## src/rtl/reg_dump_ctrl.sv

```systemverilog
// reg_dump_ctrl: read-side initiator that dumps the register file.
//
// Purpose: on a start pulse, steps the register-file read address from FIRST_REG
// up to NUM_REGS-1. It captures each combinational read value and presents it as
// one beat on a valid/ready stream.
//
// Optional feature (macro REG_DUMP_CHECKSUM_EN): a running XOR of every dumped
// value is appended as a final beat (out_index=0, out_last=1). In this mode all
// register beats carry out_last=0.
//
// Ports:
//   clk        in   rising-edge clock
//   rst        in   asynchronous active-high reset
//   start      in   dump request, sampled in IDLE only
//   busy       out  high from the cycle after an accepted start until DONE exits
//   done       out  one-cycle pulse after the final beat is accepted
//   rf_addr    out  register-file read address (registered)
//   rf_data    in   combinational read data for rf_addr
//   out_valid  out  beat valid
//   out_ready  in   downstream accepts the beat
//   out_data   out  beat payload
//   out_index  out  register index of the beat
//   out_last   out  final beat of the dump
module reg_dump_ctrl #(
  parameter int unsigned NUM_REGS  = 32,
  parameter int unsigned ADDR_W    = 5,
  parameter int unsigned DATA_W    = 32,
  parameter int unsigned FIRST_REG = 0
) (
  input  logic              clk,
  input  logic              rst,
  input  logic              start,
  output logic              busy,
  output logic              done,
  output logic [ADDR_W-1:0] rf_addr,
  input  logic [DATA_W-1:0] rf_data,
  output logic              out_valid,
  input  logic              out_ready,
  output logic [DATA_W-1:0] out_data,
  output logic [ADDR_W-1:0] out_index,
  output logic              out_last
);

  localparam logic [ADDR_W-1:0] LastIdx  = ADDR_W'(NUM_REGS - 1);
  localparam logic [ADDR_W-1:0] FirstIdx = ADDR_W'(FIRST_REG);

`ifdef REG_DUMP_CHECKSUM_EN
  typedef enum logic [2:0] {StIdle, StRead, StHold, StCsum, StDone} state_e;
`else
  typedef enum logic [1:0] {StIdle, StRead, StHold, StDone} state_e;
`endif

  state_e              r_state, w_state_nxt;
  logic                r_busy, w_busy_nxt;
  logic                r_done, w_done_nxt;
  logic                r_valid, w_valid_nxt;
  logic                r_last, w_last_nxt;
  logic [DATA_W-1:0]   r_data, w_data_nxt;
  logic [ADDR_W-1:0]   r_index, w_index_nxt;
  logic [ADDR_W-1:0]   r_addr, w_addr_nxt;
  logic                w_hs;
`ifdef REG_DUMP_CHECKSUM_EN
  logic [DATA_W-1:0]   r_csum, w_csum_nxt;
  // Marks the beat in HOLD as the last register; out_last is reserved for the checksum.
  logic                r_final, w_final_nxt;
`endif

  assign w_hs = r_valid & out_ready;

  always_comb begin
    w_state_nxt = r_state;
    w_busy_nxt  = r_busy;
    w_done_nxt  = 1'b0;
    w_valid_nxt = r_valid;
    w_last_nxt  = r_last;
    w_data_nxt  = r_data;
    w_index_nxt = r_index;
    w_addr_nxt  = r_addr;
`ifdef REG_DUMP_CHECKSUM_EN
    w_csum_nxt  = r_csum;
    w_final_nxt = r_final;
`endif
    case (r_state)
      StIdle: begin
        if (start) begin
          w_addr_nxt  = FirstIdx;
          w_busy_nxt  = 1'b1;
          w_state_nxt = StRead;
`ifdef REG_DUMP_CHECKSUM_EN
          w_csum_nxt  = '0;
`endif
        end
      end
      StRead: begin
        // Snapshot taken here; writes on this same edge are not visible.
        w_data_nxt  = rf_data;
        w_index_nxt = r_addr;
        w_valid_nxt = 1'b1;
`ifdef REG_DUMP_CHECKSUM_EN
        w_last_nxt  = 1'b0;
        w_final_nxt = (r_addr == LastIdx);
        w_csum_nxt  = r_csum ^ rf_data;
`else
        w_last_nxt  = (r_addr == LastIdx);
`endif
        w_state_nxt = StHold;
      end
      StHold: begin
        if (w_hs) begin
          w_valid_nxt = 1'b0;
`ifdef REG_DUMP_CHECKSUM_EN
          if (r_final) begin
            w_valid_nxt = 1'b1;
            w_data_nxt  = r_csum;
            w_index_nxt = '0;
            w_last_nxt  = 1'b1;
            w_state_nxt = StCsum;
          end else begin
            w_addr_nxt  = r_addr + 1'b1;
            w_state_nxt = StRead;
          end
`else
          if (r_last) begin
            w_done_nxt  = 1'b1;
            w_state_nxt = StDone;
          end else begin
            w_addr_nxt  = r_addr + 1'b1;
            w_state_nxt = StRead;
          end
`endif
        end
      end
`ifdef REG_DUMP_CHECKSUM_EN
      StCsum: begin
        if (w_hs) begin
          w_valid_nxt = 1'b0;
          w_done_nxt  = 1'b1;
          w_state_nxt = StDone;
        end
      end
`endif
      StDone: begin
        w_busy_nxt  = 1'b0;
        w_state_nxt = StIdle;
      end
      default: w_state_nxt = StIdle;
    endcase
  end

  always_ff @(posedge clk or posedge rst) begin
    if (rst) begin
      r_state <= StIdle;
      r_busy  <= 1'b0;
      r_done  <= 1'b0;
      r_valid <= 1'b0;
      r_last  <= 1'b0;
      r_data  <= '0;
      r_index <= '0;
      r_addr  <= '0;
`ifdef REG_DUMP_CHECKSUM_EN
      r_csum  <= '0;
      r_final <= 1'b0;
`endif
    end else begin
      r_state <= w_state_nxt;
      r_busy  <= w_busy_nxt;
      r_done  <= w_done_nxt;
      r_valid <= w_valid_nxt;
      r_last  <= w_last_nxt;
      r_data  <= w_data_nxt;
      r_index <= w_index_nxt;
      r_addr  <= w_addr_nxt;
`ifdef REG_DUMP_CHECKSUM_EN
      r_csum  <= w_csum_nxt;
      r_final <= w_final_nxt;
`endif
    end
  end

  assign busy      = r_busy;
  assign done      = r_done;
  assign rf_addr   = r_addr;
  assign out_valid = r_valid;
  assign out_last  = r_last;
  assign out_data  = r_data;
  assign out_index = r_index;

endmodule
```

## config.mk

```make
export PLATFORM = sky130hd
export DESIGN_NAME = reg_dump_ctrl
export DESIGN_NICKNAME = d
export VERILOG_FILES = /design/src/rtl/reg_dump_ctrl.sv
export SDC_FILE = /design/constraint.sdc
export NUM_CORES = 1
export LEC_CHECK = 0
export BUFFER_PORTS_ARGS = -buffer_cell sky130_fd_sc_hd__buf_2
export CORE_ASPECT_RATIO = 1.25
export CORE_UTILIZATION = 49
export CTS_BUF_LIST = sky130_fd_sc_hd__clkbuf_8
export CTS_CLUSTER_SIZE = 16
export DETAILED_ROUTE_END_ITERATION = 10
export PLACE_DENSITY = 0.84
export REMOVE_ABC_BUFFERS = 1
export SYNTH_ARGS = -nofsm -noshare
export SYNTH_HDL_FRONTEND = slang
export SYNTH_SLANG_ARGS = --single-unit
export TNS_END_PERCENT = 5
```

## constraint.sdc

```tcl
create_clock -name clk -period 1.7 [get_ports clk]
set_input_delay 0.425 -clock clk [delete_from_list [all_inputs] [get_ports clk]]
set_output_delay 0.425 -clock clk [all_outputs]
set_load 0.02 [all_outputs]
```

==> After elaboration in Yosys (flattened, before gate mapping) <==
Cells that the tools add are included.
{ "word_totals": {"output_inout_bits": 46, "ff_bits": 48, "elab_cells": 40} }
{ "op_classes": {"mux": 15, "n_bitwise": 1, "addsub": 1, "n_eq_ne": 7, "n_reduce_logical": 8} }
{ "ops": {"columns": ["op", "count"], "rows": [
  ["5-bit 2-to-1 mux", 3],
  ["5-bit case mux with 2 select lines", 1],
  ["2-bit case mux with 4 select lines", 1],
  ["2-bit 2-to-1 mux", 3],
  ["2-bit != test (second input constant)", 3],
  ["2-bit AND reduction", 3],
  ["2-bit nonzero test", 3],
  ["5-bit by 1-bit adder with 5-bit output (second input constant)", 1],
  ["5-bit == test (second input constant)", 1],
  ["1-bit 2-to-1 mux", 5],
  ["2-bit == test (second input constant)", 2],
  ["1-bit case mux with 2 select lines", 2],
  ["4-bit AND reduction", 1],
  ["2-bit by 1-bit == test with 1-bit output (second input constant)", 1],
  ["2-bit logical NOT", 1],
  ["1-bit bitwise AND", 1]
]} }

==> Longest topological paths before layout <==
Gate-level depths: netlist of the first run.
{ "depth": {"word_depth": 4, "ltp_mapped": 5, "ltp_nobuf": 5} }

==> Least setup slack after synthesis of the first run <==
OpenSTA, ideal clock, no wires.
{ "synth_timing": {"path_kind": "register -> register", "start": "reg r_addr[0], in the netlist rf_addr[0]", "end": "reg r_addr[4], in the netlist rf_addr[4]", "setup_slack_ns": 0.273, "required_time_ns": 1.575, "path_buffers": 0, "arrival_ns": 1.302, "period_less_slack_ns": 1.427, "setup_time_ns": 0.125, "path_stages_with_launch": 6, "path_cell_list": "dfrtp_1 ha_1 and3_1 ha_1 nand4b_1 nand3_1"} }
{ "synth_via": {"elab_chain_len": 4} }
{ "synth_lines": {"columns": ["element", "line_no", "rtl"], "rows": [
  ["from (decl)", "60", "logic [ADDR_W-1:0] r_addr, w_addr_nxt;"],
  ["from (signal assigned)", "172", "r_addr <= w_addr_nxt;"],
  ["5-bit by 1-bit adder with 5-bit output", "127", "w_addr_nxt = r_addr + 1'b1;"],
  ["5-bit 2-to-1 mux", "123", "if (r_last) begin"],
  ["5-bit 2-to-1 mux", "109", "if (w_hs) begin"],
  ["5-bit case mux with 2 select lines", "83", "case (r_state)"]
]} }
Every way passes these cells. The select of a mux whose other input is x is not followed.
A chain may end at the register's enable or synchronous reset.

==> Final worst setup path of the first run <==
{ "layout_timing": {"start": "reg r_valid, in the netlist out_valid", "end": "out out_valid"} }
{ "layout_rtl": {"columns": ["element", "line_no", "rtl"], "rows": [
  ["from (decl)", "56", "logic r_valid, w_valid_nxt;"],
  ["from (signal assigned)", "168", "r_valid <= w_valid_nxt;"],
  ["to (decl)", "37", "output logic out_valid,"]
]} }
No word-level cell between the ends.

==> results of run 1 <==
flip-flops by register name, indices dropped and copies added (netlist names):
name / count
out_index: 5
rf_addr: 5
out_data: 32
r_state: 2
out_valid: 1
out_last: 1
done: 1
busy: 1
metrics by stage:
stage	instances	instance area, sq um	worst slack [ns]
floorplan	128	1940	-0.0743
global placement	269	2490	0.309
detailed placement	269	2490	0.296
CTS	276	2580	0.273
global route	276	2580	0.210
finish	276	2580	0.286
placed cells by master (no fill, tap or decap), drive strengths merged:
master  count
a21oi       4
and3        1
and3b       1
buf        87
clkbuf      6
clkinv      1
dfrtp      48
ha          2
inv         3
mux2       38
nand2       6
nand2b      2
nand3      10
nand3b      1
nand4b      3
nor2b       1
nor3b       1
o211ai      1
o21bai      3
o311ai      1
or4         1
or4b        1
worst paths after layout:
| check | cells after the start | startpoint | endpoint | slack (ns) |
|---|---|---|---|---|
| setup / recovery | 1 | out_valid | out_valid | 0.29 |
| hold / removal | 2 | rst | out_data[10] | 0.12 |
| setup reg to reg | 5 | rf_addr[0] | rf_addr[4] | 0.29 |
| hold reg to reg | 1 | out_index[4] | out_index[4] | 0.50 |
| max in group asynchronous | 3 | rst | out_data[9] | 1.12 |
| min in group clk | 2 | rf_data[14] | out_data[14] | 0.36 |
kinds of logic after synthesis:
| logic type | share of synthesized area |
|---|---|
| AO/OA/AOI/OAI | 0.0295 |
| adder cells (fa/ha/maj) | 0.0126 |
| buffers and inverters | 0.0295 |
| flip-flops | 0.603 |
| multiplexers | 0.232 |
| AND/OR/NAND/NOR | 0.0936 |
power groups by stage:
stage | logic [mW] | clock network (mW) | registers [mW]
4_1_cts | 2.26 | 0.690 | 1.92
6_report | 2.23 | 0.660 | 1.92
5_1_grt | 2.41 | 0.730 | 1.97
3_5_place_dp | 2.26 | 0 | 1.95
3_3_place_gp | 2.22 | 0 | 1.92
2_1_floorplan | 0.915 | 0 | 2.51
layer usage:
layer  share of wire  up-vias  routed length, um  global-route usage
met4           0.014        0                 51              0.0635
met3           0.064        5                233              0.0511
met1            0.40      664               1460               0.213
met5               0        -                  0                   0
li1                -      653                  -                   -
met2            0.52       58               1890               0.314
cell type report:
class,instances,area [sq um],area share
flip-flops and latches,48,1200,0.466
multi-input cells,77,732,0.284
well taps,54,67.6,0.0262
repair buffers,87,475,0.184
clock buffers,6,82.6,0.0320
clock inverters,1,8.76,0.00340
inverters,3,11.3,0.00437
==> flow_summary.json, run 1 <==
{
  "ant_nets": 0,
  "switching_share": 0.376,
  "drive_above_1_share": 0.613,
  "syn_area_sq_um": 1990,
  "clk_pin_slew_ns": 0.08,
  "final.min_clock_period_ns": 1.41,
  "rows": 25,
  "yosys.area.top_type": "dfrtp_1",
  "grt_max_degree": 24,
  "run_status": "finished, final reports clean",
  "pwr-share-seq": 0.399,
  "dr.pass1.iters": 4,
  "synth_edf_count": 0,
  "gp_congestion": 0.781,
  "synth-seq-cells": 48,
  "area_growth_pct": 29.5,
  "design.die.area_sq_um": 4330,
  "crit_chain": "buf_2",
  "synth.most_common_cell": "dfrtp_1",
  "synth-seq-area-share": 0.603,
  "vias": 1380,
  "cts_setup_buffers": 0,
  "clock_latency_ns": 0.29,
  "grt_pass1_vias": 1297,
  "via_per_inst": 5.00,
  "worst_clock_skew_ns": 0.00642,
  "power_frac_clock": 0.137,
  "path_delay_family": "flip-flops",
  "yosysUniqueCellTypes": 23,
  "synth.avg_cell_area_sq_um": 14.9,
  "cap_violations": 0,
  "power_mw": 4.81,
  "hold_slack_ns": 0.123,
  "crit_arrival_ns": 0.99,
  "async_flop_share": 1.00,
  "clock_sinks": 48,
  "yosysWarnings": 0,
  "final_util": 0.670,
  "cts_max_level": 2,
  "finalMaxSlewViolations": 0,
  "p_comb_frac": 0.464,
  "worstSetupStartpointType": "register",
  "grtUsageTotal": 0.181,
  "cp_num_buf_inv": 1,
  "n_fill_cell": 301,
  "required_ns": 1.27,
  "power.switching_mw": 1.81,
  "max_freq_mhz": 707,
  "synth_cells": 134,
  "antenna_found_initial": 0,
  "grt.overflow.total": 0,
  "grt_pass1_wl_um": 5800,
  "fin_crit_sh": 0.832,
  "power_leakage_nw": 1.33,
  "drt_iter0_markers": 42,
  "start_util": 0.518,
  "p_int_mw": 3.00,
  "cts_buffers": 5,
  "place_hpwl_um": 2750,
  "tightest_slew_ns": 0.419,
  "synth_area_leaders": "dfrtp_1, mux2_2, mux2_4, nand3_1, nand4b_1",
  "io_pins": 82,
  "die_w_um": 59.0,
  "setup_tns_ns": 0,
  "rsz0062_at_grt": "no",
  "cp_max_fo": 7,
  "hold_viol": 0,
  "fp.dieH_um": 73.3,
  "synth_top_area_frac": 0.603,
  "ir_drop_mv": 0.874,
  "slew_headroom": 0.720,
  "clock-root-buffer": "clkbuf_8",
  "drcViolationCount": 0,
  "cellPowerDensity_nw_per_um2": 1870,
  "cts_hold_buf": 0,
  "cpPeakStageDelay_ns": 0.49,
  "slowest_stage": "dfrtp_1",
  "cts_tree": "built",
  "setup_viol": 0,
  "portBuffers": 81,
  "critical_path_class": "reg -> out",
  "diodes": 0,
  "routed_wl_um": 3630,
  "cts_resized": 0,
  "coreArea_sq_um": 3850,
  "min_path_type": "in -> async",
  "cts_buffer_depth": 2,
  "synth_top_flop_cell": "dfrtp_1",
  "crit_path_end_kind": "primary output",
  "ys_top_cells_by_count": "dfrtp_1, mux2_2, nand3_1",
  "fin_nets": 260,
  "wl_per_cell_um": 13.1
}
No activity file was read; power rests on OpenSTA's default activity.
==> inputs of run 2 (changes only) <==
--- a/config.mk
+++ b/config.mk
@@ -5,13 +5,14 @@
 export SDC_FILE = /design/constraint.sdc
 export NUM_CORES = 1
 export LEC_CHECK = 0
+export ABC_AREA = 1
 export BUFFER_PORTS_ARGS = -buffer_cell sky130_fd_sc_hd__buf_2
 export CORE_ASPECT_RATIO = 1.25
-export CORE_UTILIZATION = 49
+export CORE_UTILIZATION = 44
 export CTS_BUF_LIST = sky130_fd_sc_hd__clkbuf_8
 export CTS_CLUSTER_SIZE = 16
 export DETAILED_ROUTE_END_ITERATION = 10
-export PLACE_DENSITY = 0.84
+export PLACE_DENSITY = 0.8
 export REMOVE_ABC_BUFFERS = 1
 export SYNTH_ARGS = -nofsm -noshare
 export SYNTH_HDL_FRONTEND = slang
==> constraint.sdc (replaced) <==
create_clock -name clk -period 1.2 [get_ports clk]
set_input_delay 0.3 -clock clk [delete_from_list [all_inputs] [get_ports clk]]
set_output_delay 0.3 -clock clk [all_outputs]
set_load 0.02 [all_outputs]
==> flow_summary.json, run 2 <==
{
  "min_path_cells": 3,
  "grt_pass1_wl_um": 6790,
  "ys_top_cells_by_count": "nand2_1, dfrtp_1, inv_1",
  "worst_clock_skew_ns": 0.00396,
  "power_mw": 6.93,
  "fp.dieH_um": 76.5,
  "cts_tree": "built",
  "wl_per_cell_um": 11.2,
  "hold_start": "rf_data[26]",
  "grt_pass1_vias": 1534,
  "cts_buffers": 5,
  "drt_iter0_markers": 101,
  "max_freq_mhz": 803,
  "cap_violations": 0,
  "final_cell_mix": "nand2_1, buf_2, dfrtp_1, buf_6, buf_4",
  "r2r_slack_ns": -0.01,
  "required_ns": 0.90,
  "hold_viol": 0,
  "clock-root-buffer": "clkbuf_8",
  "p_comb_frac": 0.478,
  "grtUsageTotal": 0.192,
  "yosys.area.top_type": "dfrtp_1",
  "synth_edf_count": 0,
  "area_growth_pct": 37.1,
  "place_hpwl_um": 2950,
  "worstSetupStartpointType": "register",
  "rsz0062_at_grt": "yes",
  "power_leakage_nw": 1.55,
  "synth_area_leaders": "dfrtp_1, nand2_1, buf_6, o21ai_0, inv_1",
  "io_pins": 82,
  "power_frac_clock": 0.145,
  "finalMaxSlewViolations": 0,
  "routed_wl_um": 4140,
  "critical_path_class": "reg -> out",
  "min_to": "out_data[26]",
  "synth_top_flop_cell": "dfrtp_1",
  "synth-compound-area-share": 0.0294,
  "largest_register_ffs": 32,
  "synth_xor_area_frac": 0,
  "clock_sinks": 48,
  "min_path_type": "in -> reg",
  "synth_cells": 217,
  "cp_max_fo": 2,
  "dr.pass1.iters": 4,
  "power.switching_mw": 2.97,
  "final_common_cell": "nand2_1",
  "fin_nets": 352,
  "coreArea_sq_um": 4160,
  "synth_top_area_frac": 0.615,
  "tightest_slew_ns": 0.352,
  "portBuffers": 81,
  "synth.most_common_cell": "nand2_1",
  "final_util": 0.644,
  "setup_viol": 4,
  "p_int_mw": 3.96,
  "n_fill_cell": 382,
  "via_per_inst": 4.60,
  "yosysWarnings": 0,
  "hold_slack_ns": 0.200,
  "final.min_clock_period_ns": 1.24,
  "crit_arrival_ns": 0.94,
  "r2r_cells": 6,
  "rows": 26,
  "antenna_found_initial": 0,
  "clock_latency_ns": 0.29,
  "design.die.area_sq_um": 4710,
  "diodes": 0,
  "ant_nets": 0,
  "fin_crit_sh": 1.04,
  "gp_congestion": 0.756,
  "yosysUniqueCellTypes": 19,
  "die_w_um": 61.6,
  "ir_drop_mv": 1.23,
  "fin_ws_ns": -0.0446,
  "drive_above_1_share": 0.373,
  "syn_area_sq_um": 1950,
  "r2r-start": "rf_addr[1]",
  "dp_slack_ns": -0.0589,
  "synth.avg_cell_area_sq_um": 9.01,
  "run_status": "finished, violations left",
  "cts_buffer_depth": 2,
  "clk_pin_slew_ns": 0.08,
  "synth.area.mux_share": 0,
  "async_flop_share": 1.00,
  "switching_share": 0.429,
  "reg2reg_to": "rf_addr[4]",
  "cellPowerDensity_nw_per_um2": 2590,
  "violations": "negative setup slack",
  "vias": 1703,
  "crit_path_end_kind": "primary output",
  "drcViolationCount": 0,
  "pwr-share-seq": 0.376,
  "start_util": 0.469,
  "synthAdderAreaFrac": 0.0128,
  "grt.overflow.total": 0,
  "slew_headroom": 0.765,
  "yosys.area_share.simple": 0.286,
  "synth-seq-area-share": 0.615,
  "synth-seq-cells": 48,
  "grt_max_degree": 25,
  "cts_max_level": 2,
  "synth_top_family_by_area": "simple AND/OR/NAND/NOR gates"
}
==> run 2: cell types whose count changed after synthesis, moves of 4 or more <==
cell	before	now
nand2_1	6	127
mux2_2	29	0
mux2_4	9	0
nand3_1	10	4
o21ai_0	0	6
buf_6	2	6
inv_1	3	7
nor2_1	0	4
==> run 2: critical path, cell delays in order, from the launching register on <==
cell and delay (ns):
dfrtp_1 0.40, buf_6 0.13, buf_6 0.12
==> run 2: layer usage <==
| layer | up-vias | GRT usage | wire, um |
|---|---|---|---|
| met2 | 57 | 0.329 | 2130 |
| met4 | 0 | 0.0667 | 55 |
| li1 | 858 | - | - |
| met5 | - | 0 | 0 |
| met1 | 783 | 0.222 | 1720 |
| met3 | 5 | 0.0492 | 236 |
==> run 2: logic make-up (layout without fill, tap and decap cells) <==
family | count (synthesis) | count (layout)
adder cells (fa/ha/maj) | 2 | 2
AND/OR/NAND/NOR | 141 | 141
AO/OA/AOI/OAI | 10 | 10
flip-flops | 48 | 48
buffers and inverters | 16 | 113
==> run 2: worst max path at each step <==
stage	start	to	slack, ns
final	rf_addr[2]	rf_addr[2]	-0.04
after global routing	out_last	rf_addr[2]	-0.09
after CTS	rf_addr[0]	rf_addr[0]	-0.05
after detailed placement	rf_addr[0]	rf_addr[4]	-0.06
after global placement	rf_addr[0]	rf_addr[4]	0.003
after floorplan	r_state[0]	out_index[0]	-1.07
==> run 2: power by group through the flow <==
stage                     sequential, mW  combinational [mW]  clock (mW)
after CTS                           2.61                3.31        1.03
after detailed placement            2.64                3.22           0
final                               2.61                3.31        1.01
after global routing                2.71                3.74        1.11
after global placement              2.62                3.15           0
after floorplan                     3.43                1.19           0
==> run 2: timing repair <==
action / 4_1_cts / 5_1_grt
gates resized for setup: 12 / 11
endpoints found under the hold margin: 12 / 0
endpoints found under the setup margin: 6 / 50
hold buffers: 1 / 0
setup buffers: 4 / 1
pin swaps: 3 / 1
==> run 2: stage by stage <==
stage | instance area (sq um) | TNS, ns | cells
2_1_floorplan | 1870 | -51.51 | 209
3_3_place_gp | 2470 | 0 | 357
3_5_place_dp | 2470 | -0.0589 | 357
4_1_cts | 2640 | -0.172 | 369
5_1_grt | 2680 | -0.683 | 370
6_report | 2680 | -0.136 | 370
==> run 2: layout make-up <==
type	instances	area, sq um	share of cell area
sequential	48	1200	0.449
inverter	8	30.0	0.0112
multi-input combinational	153	656	0.245
tap	56	70.1	0.0261
clock buffer	7	96.3	0.0359
timing repair buffer	98	626	0.233
==> inputs of run 3 (changes only) <==
--- a/config.mk
+++ b/config.mk
@@ -12,7 +12,7 @@
 export CTS_BUF_LIST = sky130_fd_sc_hd__clkbuf_8
 export CTS_CLUSTER_SIZE = 16
 export DETAILED_ROUTE_END_ITERATION = 10
-export PLACE_DENSITY = 0.8
+export PLACE_DENSITY = 0.81
 export REMOVE_ABC_BUFFERS = 1
 export SYNTH_ARGS = -nofsm -noshare
 export SYNTH_HDL_FRONTEND = slang
==> flow_summary.json, run 3 (synthesized netlist as in run 2, its figures left out) <==
{
  "n_fill_cell": 387,
  "power_mw": 6.89,
  "clock_latency_ns": 0.29,
  "r2r_cells": 6,
  "antenna_found_initial": 0,
  "slowest_stage": "dfrtp_1",
  "cap_violations": 0,
  "cp_max_fo": 2,
  "run_status": "finished, violations left",
  "fin_cells": 368,
  "design.die.area_sq_um": 4710,
  "cpPeakStageDelay_ns": 0.40,
  "grt.overflow.total": 0,
  "clock-root-buffer": "clkbuf_8",
  "hold_slack_ns": 0.0395,
  "grt_pass1_vias": 1601,
  "r2r_slack_ns": 0,
  "clk_pin_slew_ns": 0.08,
  "drive_above_1_share": 0.369,
  "r2r-start": "rf_addr[1]",
  "crit_arrival_ns": 0.94,
  "diodes": 0,
  "worstSetupStartpointType": "register",
  "rows": 26,
  "dp_slack_ns": -0.0510,
  "final.min_clock_period_ns": 1.24,
  "fin_crit_sh": 1.03,
  "setup_viol": 4,
  "crit_path_end_kind": "primary output",
  "start_util": 0.469,
  "vias": 1658,
  "grt_max_degree": 49,
  "max_freq_mhz": 809,
  "cellPowerDensity_nw_per_um2": 2630,
  "ant_nets": 0,
  "violations": "negative setup slack",
  "coreArea_sq_um": 4160,
  "routed_wl_um": 4050,
  "required_ns": 0.90,
  "cts_tree": "built",
  "crit_chain": "buf_6, buf_6",
  "drt_iter0_markers": 88,
  "place_hpwl_um": 2840,
  "finalMaxSlewViolations": 0,
  "final_cell_area_sq_um": 2620,
  "worst_clock_skew_ns": 0.00466,
  "clock_sinks": 48,
  "gp_congestion": 0.720,
  "power_leakage_nw": 1.53,
  "via_per_inst": 4.51,
  "dp_cells": 356,
  "die_w_um": 61.6,
  "cts_max_level": 2,
  "grt_pass1_wl_um": 6680,
  "rsz0062_at_grt": "yes",
  "io_pins": 82,
  "final_common_cell": "nand2_1",
  "dpl_cell_area_sq_um": 2450,
  "grtUsageTotal": 0.187,
  "cts_buffer_depth": 2,
  "crit_top_cell": "buf_6",
  "largest_register_ffs": 32,
  "tightest_slew_ns": 0.253,
  "ir_drop_mv": 1.12,
  "final_cell_mix": "nand2_1, buf_2, dfrtp_1, buf_6, buf_4",
  "area_growth_pct": 34.3,
  "fp.dieH_um": 76.5,
  "min_path_type": "in -> async",
  "fin_ws_ns": -0.0354,
  "slew_headroom": 0.831,
  "dr.pass1.iters": 4,
  "fin_nets": 349,
  "hold_viol": 0,
  "drcViolationCount": 0,
  "portBuffers": 81,
  "wl_per_cell_um": 11.0,
  "reg2reg_to": "rf_addr[4]",
  "critical_path_class": "reg -> out",
  "cts_buffers": 5
}
## run 3: final cells by class
type | count | area (sq um) | area share
sequential | 48 | 1200 | 0.458
timing repair buffer | 95 | 576 | 0.219
clock inverter | 2 | 10.0 | 0.00381
tap | 56 | 70.1 | 0.0267
multi-input combinational | 153 | 653 | 0.249
inverter | 8 | 30.0 | 0.0114
clock buffer | 6 | 82.6 | 0.0315
## run 3: through the flow
stage / setup TNS [ns] / util
global route: -0.332 / 0.630
detailed placement: -0.0510 / 0.588
finish: -0.104 / 0.630
CTS: -0.132 / 0.626
floorplan: -51.51 / -
global placement: 0 / 0.588
## run 3: power breakdown
part | internal (mW) | switching (mW) | total (mW)
combinational | 1.16 | 2.16 | 3.32
sequential | 2.28 | 0.330 | 2.61
clock | 0.460 | 0.500 | 0.960
## run 3: how the worst max path moves through the flow
stage	slack (ns)	end	start
floorplan	-1.07	out_index[0]	r_state[0]
global placement	0.005	rf_addr[4]	rf_addr[0]
detailed placement	-0.05	rf_addr[4]	rf_addr[0]
CTS	-0.05	rf_addr[0]	rf_addr[0]
global route	-0.07	rf_addr[0]	rf_addr[0]
finish	-0.04	rf_addr[0]	rf_addr[0]
## run 3: layer usage
metal  routed length [um]  track usage  vias to the layer above
met2                 2010        0.327                       49
met5                    0            0                        -
met1                 1780        0.212                      756
met3                  213       0.0374                        4
met4                   41       0.0733                        0
li1                     -            -                      849
## run 3: critical path, delay by kind of cell, from the launching register on
family | cells | cell delay (ns)
flip-flops | 1 | 0.40
buffers and inverters | 2 | 0.25
## run 3: timing repair
item                                    in CTS  in global routing
pin swaps                                    3                  0
cloned                                       0                  0
buffers inserted                             4                  0
hold buffers                                 0                  0
resized for setup                           12                  7
endpoints found under the setup margin       4                 50
